**src/rtl/oled_refresh_ctrl.sv**
```systemverilog
// oled_refresh_ctrl: sole master of the OLED I2C writer; runs the init ROM, then serves full-frame refreshes.
// Optional OLED_AUTO_REFRESH_EN adds a periodic refresh timer while ready.
module oled_refresh_ctrl #(
  parameter logic [7:0] SLAVE_ADDR = 8'h78,
  parameter int COLS = 128,
  parameter int PAGES = 8,
  parameter int REFRESH_CYCLES = 5_000_000
) (
  input  logic        sys_clk,
  input  logic        rst,
  input  logic        start,
  input  logic        refresh_req,
  output logic        init_req,
  output logic        write_done,
  input  logic [23:0] init_data,
  input  logic        init_finish,
  output logic [9:0]  pix_addr,
  input  logic [7:0]  pix_data,
  output logic        i2c_req,
  output logic [23:0] i2c_data,
  input  logic        i2c_done,
  output logic        ready,
  output logic        busy,
  output logic        frame_done
);
  localparam logic [2:0] S_IDLE  = 3'd0;
  localparam logic [2:0] S_INIT  = 3'd1;
  localparam logic [2:0] S_READY = 3'd2;
  localparam logic [2:0] S_PCMD  = 3'd3;
  localparam logic [2:0] S_FETCH = 3'd4;
  localparam logic [2:0] S_LOAD  = 3'd5;
  localparam logic [2:0] S_PDATA = 3'd6;

  logic [2:0] state, page;
  logic [6:0] col;
  logic [1:0] cmd_idx;
  logic [7:0] cmd_byte;
  logic pending, done_ok, last_col, last_page, auto_hit;

  // a done pulse only counts while a transaction is actually requested
  assign done_ok    = i2c_req && i2c_done;
  assign init_req   = state == S_INIT;
  assign write_done = init_req && done_ok;
  assign ready      = state == S_READY;
  assign busy       = !(state == S_IDLE || state == S_READY);
  assign pix_addr   = {page, col};
  assign last_col   = col == 7'(COLS - 1);
  assign last_page  = page == 3'(PAGES - 1);
  assign frame_done = state == S_PDATA && done_ok && last_col && last_page;
  assign cmd_byte   = cmd_idx == 2'd0 ? {5'b10110, page} : cmd_idx == 2'd1 ? 8'h00 : 8'h10;

`ifdef OLED_AUTO_REFRESH_EN
  logic [22:0] timer;
  assign auto_hit = ready && timer == 23'(REFRESH_CYCLES - 1);
  always_ff @(posedge sys_clk)
    if (rst || !ready || auto_hit) timer <= '0;
    else timer <= timer + 23'd1;
`else
  assign auto_hit = 1'b0 && (REFRESH_CYCLES > 0);
`endif

  // single-entry request latch: extra requests while busy merge into one
  always_ff @(posedge sys_clk)
    if (rst) pending <= 1'b0;
    else if (ready && (pending || refresh_req)) pending <= 1'b0;
    else if ((busy && refresh_req) || auto_hit) pending <= 1'b1;

  always_ff @(posedge sys_clk) begin
    if (rst) begin
      state    <= S_IDLE;
      i2c_req  <= 1'b0;
      i2c_data <= '0;
      page     <= '0;
      col      <= '0;
      cmd_idx  <= '0;
    end else begin
      case (state)
        S_IDLE: if (start) state <= S_INIT;
        S_INIT:
          if (!i2c_req) begin
            i2c_req  <= 1'b1;
            i2c_data <= init_data;
          end else if (i2c_done) begin
            i2c_req <= 1'b0;
            if (init_finish) state <= S_READY;
          end
        S_READY:
          if (pending || refresh_req) begin
            page    <= '0;
            cmd_idx <= '0;
            state   <= S_PCMD;
          end
        S_PCMD:
          if (!i2c_req) begin
            i2c_req  <= 1'b1;
            i2c_data <= {SLAVE_ADDR, 8'h00, cmd_byte};
          end else if (i2c_done) begin
            i2c_req <= 1'b0;
            cmd_idx <= cmd_idx + 2'd1;
            if (cmd_idx == 2'd2) begin
              col   <= '0;
              state <= S_FETCH;
            end
          end
        S_FETCH: state <= S_LOAD;
        // pix_data answers the address presented during S_FETCH
        S_LOAD: begin
          i2c_req  <= 1'b1;
          i2c_data <= {SLAVE_ADDR, 8'h40, pix_data};
          state    <= S_PDATA;
        end
        S_PDATA:
          if (i2c_done) begin
            i2c_req <= 1'b0;
            if (!last_col) begin
              col   <= col + 7'd1;
              state <= S_FETCH;
            end else if (!last_page) begin
              page    <= page + 3'd1;
              cmd_idx <= '0;
              state   <= S_PCMD;
            end else state <= S_READY;
          end
        default: state <= S_IDLE;
      endcase
    end
  end
endmodule
```
**config.mk**
```make
export PLATFORM = sky130hd
export DESIGN_NAME = oled_refresh_ctrl
export DESIGN_NICKNAME = d
export VERILOG_FILES = /design/src/rtl/oled_refresh_ctrl.sv
export SDC_FILE = /design/constraint.sdc
export NUM_CORES = 1
export LEC_CHECK = 0
export CORE_MARGIN = 2
export CORE_UTILIZATION = 40
export CTS_BUF_LIST = sky130_fd_sc_hd__clkbuf_4 sky130_fd_sc_hd__clkbuf_8 sky130_fd_sc_hd__clkbuf_16
export DETAILED_ROUTE_END_ITERATION = 10
export HOLD_SLACK_MARGIN = 0.1
export PLACE_DENSITY = 0.8
export SYNTH_ARGS = -nofsm -noshare
export SYNTH_HDL_FRONTEND = slang
export SYNTH_SLANG_ARGS = --single-unit
export TNS_END_PERCENT = 10
```
**constraint.sdc**
```tcl
create_clock -name sys_clk -period 2 [get_ports sys_clk]
set_clock_uncertainty 0.15 [all_clocks]
set_input_delay 0.4 -clock sys_clk [delete_from_list [all_inputs] [get_ports sys_clk]]
set_output_delay 0.4 -clock sys_clk [all_outputs]
set_load 0.02 [all_outputs]
```
== Yosys cells after proc, flatten, opt, wreduce, memory -nomap -nowiden ==
Cells that the tools add are included.

* Register bits: 41
* Bits of input ports: 38
* Output and inout port bits: 40

* Add/sub/neg operators: 3
* Equality and inequality tests: 24
* Multiplexer cells: 39
* Reduce and logical (&&, ||, !) cells: 25

{| class="wikitable"
|+ Operators by type and width
! cell !! number
|-
| $pmux W24 S3 || 1
|-
| $mux W24 || 2
|-
| $mux W3 || 14
|-
| $mux W7 || 5
|-
| $pmux W3 S7 || 1
|-
| $ne A2 B2 Y1 const B || 10
|-
| $pmux W7 S2 || 1
|-
| $eq A3 B3 Y1 const B || 4
|-
| $mux W2 || 6
|-
| $reduce_and A9 Y1 || 1
|-
| $reduce_bool A3 Y1 || 3
|-
| $mux W8 || 1
|-
| $ne A2 B1 Y1 const B || 4
|-
| $add A7 B1 Y7 const B || 1
|-
| $eq A7 B7 Y1 const B || 1
|-
| $logic_and A1 B1 Y1 || 7
|-
| $reduce_and A7 Y1 || 1
|-
| $eq A3 B2 Y1 const B || 2
|-
| $pmux W2 S3 || 1
|-
| $pmux W3 S2 || 1
|-
| $reduce_and A6 Y1 || 1
|-
| $mux W5 || 1
|-
| $reduce_and A5 Y1 || 1
|-
| $mux W1 || 4
|-
| other kinds (14) || 17
|}

== Longest topological paths before layout ==
* Depth after elaboration: 5
* Mapped depth: 7
* Depth with buffers taken out: 7

== Least setup slack after synthesis ==
No wires, ideal clock.

* Path type: reg-to-output
* Start point: register col[0]
* End point: output frame_done
* Data arrival time: 1.563 ns
* Path slack: -0.113 ns
* Cell stages (with the launch flop): 6
* Cells stage by stage: dfxtp_1 > ha_1 > and3_1 > clkbuf_8 > nand2_1 > nor3_1

* Word-level cells in the longest chain between the ends: 3

{| class="wikitable"
|+ Ends and longest elaborated chain
! element !! RTL line !! source
|-
| start: declaration || 35 || <nowiki>logic [6:0] col;</nowiki>
|-
| start signal: assignment || 116 || <nowiki>col <= col + 7'd1;</nowiki>
|-
| $eq A7 B7 Y1 || 47 || <nowiki>assign last_col = col == 7'(COLS - 1);</nowiki>
|-
| $logic_and A1 B1 Y1 (2 in series) || 49 || <nowiki>assign frame_done = state == S_PDATA && done_ok && last_col && last_page;</nowiki>
|-
| end: declaration || 24 || <nowiki>output logic frame_done</nowiki>
|}

No other way between the ends.

== Worst setup path in the final report ==
* Start point: register col[1]
* End point: output frame_done

Same word-level chain as after synthesis.

==> summary.txt <==
Internal power: 0.002109 W
Initial DRC count: 107
Worst stage delay on the critical path: 0.34 ns
ANT nets after route: 0
Predominant post-synthesis flop cell: dfxtp_1
Worst slew margin: 0.6753
Routed length on met3: 254 um
R2r startpoint: page[0]$_SDFFE_PP0P_
CP Launch Type: flip-flop
Number of global-route vias before repair: 2094
Ys async rst share: 0
Wire per inst: 14.92 um
Max Cap Viol: 0
CP Data Required Time: 1.45 ns
Post-Syn Area: 0.002117 mm^2
Post-CTS Setup Inserts: 0
Seq pwr share: 0.315
EDFF count, synth: 0
Hold Fails Final Rpt: 0
Overall global routing resource usage: 0.2081
Layout cells sized above 1: 0.2315
Area growth, synth to finish: 51.18%
Crit end category: output pin
CTS tree: done
Critical path arrival: 1.41 ns
Post-layout min period: 1.960 ns
Switching Share: 0.3929
WL met2: 3071 um
Clock root cell: clkbuf_8
Most frequent cells in the layout: clkdlybuf4s50_1 (72), dfxtp_1 (39), buf_4 (35), nor2_1 (34), nand2_1 (15)
First-pass GRT wire length: 9880 um
Tcrit/Tclk final: 0.9801
Core area: 0.005107 mm^2
Top layer in use: met4
Worst Setup SP: col[1]$_SDFFE_PP0P_
Slack of the critical path: 0.03971 ns
WHS: 0.3508 ns
WP buf/inv: 1
I/O pins: 78
Cells after synthesis: 235
Combinational fraction of design power: 0.517
Commonest non-fill, non-tap cell in the layout: clkdlybuf4s50_1
Syn_nets: 279
Vias per cell: 5.192
Worst slack, placed: -0.3719 ns
PwrDens: 1085 mW/mm^2
ANT cells: 0
Initial antenna violation count: 0
GR Overflow Total: 0
Max-slew violations: 0
Clock Sinks: 41
WS Path Type: flip-flop to output pin
TNS Setup: 0 ns
Mapped Avg Cell Area: 9.009 um^2
Clock Power Share: 0.168
Flops & latches, synth: 41
Final #Nets: 380
Max FO, Critical Path: 2
Post-synthesis sequential area ratio: 0.3877
Worst VDD drop: 0.0005613 V
Row Count: 26
Worst skew pair latency: 0.30 ns
Routability cong.: 0.8264
Lkg Pwr: 1.208 nW
# DRC: 0
Maximum number of pins on one net before global-route repair: 28
Met1 Wirelength: 2672 um
Die X: 76.75 um
H-tree levels: 2
Critical-path cell list: ha_2 > and3_4 > nand2_1 > nor3_2 > buf_4
Die H: 76.75 um
Setup-failing EPs final: 0
Psw: 0.001365 W
Unique masters post-synth: 56
Fmax: 510.1 MHz
Detail Placement HPWL: 4504 um
Min-delay src: i2c_data[5]$_SDFFE_PP0P_
Die outline area: 0.005891 mm^2
RSZ-0062 raised after global routing: true
CTS Buf Count: 5
Initial Utilization: 0.4145
Layout Utilization: 0.6267
Synth warn: 0
Clock-pin transition on the worst setup and hold timing paths: 0.08 ns
Hold Path Class: flip-flop to flip-flop
DR pass1 iterations: 4
Top Family by Delay on Critical Path: simple AND/OR/NAND/NOR gates
Vias post-DR: 2113
Worst Tran Pin Value: 0.4871 ns
Final-layout fill cell count: 452
CTS max path bufs: 2
Critical-path top delay cell: dfxtp_2
Drt total wl: 6074 um
IO Port Bufs: 77
Run status: complete, no violations
area by class of cell:
cell class | count | area (um^2) | share of cell area
Inverter | 5 | 18.77 | 0.005864
Sequential cell | 41 | 823.3 | 0.2572
Clock buffer | 6 | 82.58 | 0.02580
Clock inverter | 2 | 13.76 | 0.004300
Timing Repair Buffer | 111 | 1013 | 0.3167
Tap cell | 70 | 87.58 | 0.02737
Multi-Input combinational cell | 172 | 1161 | 0.3628
sequential cells by signal, summed over array words and instances, names as in the netlist:
register and flops:
page 3, col 7, i2c_data 24, pending 1, i2c_req 1, state 3, cmd_idx 2
kinds of logic after synthesis:
logic type	synth area share
buffers and inverters	0.07860
AND/OR/NAND/NOR	0.2589
multiplexers	0.01478
AO/OA/AOI/OAI	0.2246
flip-flops	0.3877
adder cells (fa/ha/maj)	0.03546
power groups by stage:
stage                     Combinational (W)  Clock [W]  Sequential [W]
after detailed placement            0.00181          0         0.00111
after global placement              0.00177          0         0.00111
after floorplan                     0.00101          0         0.00125
after global routing                0.00194   0.000636         0.00111
after CTS                           0.00179   0.000587         0.00109
final                               0.00179   0.000583         0.00109
what timing repair did:
item,in CTS,in global routing
gates resized for setup,10,14
pin swaps,0,2
hold buffers,0,0
setup endpoints to repair,5,11
cell usage after synthesis, types with 2 or more instances:
library cell | number | share of area
a222oi_1 | 2 | 0.0095
mux2i_1 | 2 | 0.0095
nor3_2 | 2 | 0.0095
nand2_1 | 15 | 0.027
a221oi_1 | 4 | 0.017
a311oi_1 | 3 | 0.012
dfxtp_1 | 41 | 0.39
o21ai_0 | 4 | 0.0095
a211oi_1 | 8 | 0.028
and3_1 | 5 | 0.015
and3_2 | 2 | 0.0071
nor2_1 | 35 | 0.062
nand3_1 | 11 | 0.026
nor2b_1 | 2 | 0.0059
buf_6 | 5 | 0.027
clkbuf_1 | 2 | 0.0035
nand2b_1 | 4 | 0.012
nor3_1 | 7 | 0.017
ha_1 | 6 | 0.035
buf_4 | 2 | 0.0071
a22oi_1 | 11 | 0.039
clkbuf_8 | 3 | 0.020
nand4_1 | 2 | 0.0059
a21oi_1 | 11 | 0.026
o22ai_1 | 5 | 0.015
o21a_1 | 2 | 0.0071
a22o_1 | 2 | 0.0083
a31oi_1 | 2 | 0.0059
a21oi_2 | 3 | 0.012
inv_1 | 4 | 0.0071
buf_2 | 3 | 0.0071
through the flow:
step / area, um^2 / std cells / total power (W)
after CTS: 3178 / 407 / 0.003469
after global placement: 3088 / 399 / 0.002876
after floorplan: 2122 / 235 / 0.002265
after global routing: 3201 / 407 / 0.003687
final: 3201 / 407 / 0.003473
after detailed placement: 3088 / 399 / 0.002916
path summary, 6_finish.rpt:
check	depth (start not counted)	end	slack (ns)
worst max-delay path	5	frame_done	0.04
worst min-delay path	2	i2c_data[5]$_SDFFE_PP0P_	0.35
worst max register to register	7	page[0]$_SDFFE_PP0P_	0.08
worst min register to register	2	i2c_data[5]$_SDFFE_PP0P_	0.35
worst min-delay path: stages, from the launching register on:
cell	delay, ns
dfxtp_1	0.31
nor2_1	0.09
a311oi_1	0.05
per-layer routing:
metal  GRT usage  vias to the layer above
li1            -                     1056
met1      0.2580                     1003
met2      0.3579                       48
met3     0.04706                        6
met4     0.06364                        0
met5           0                        -
(Power assumes the default switching activity.)
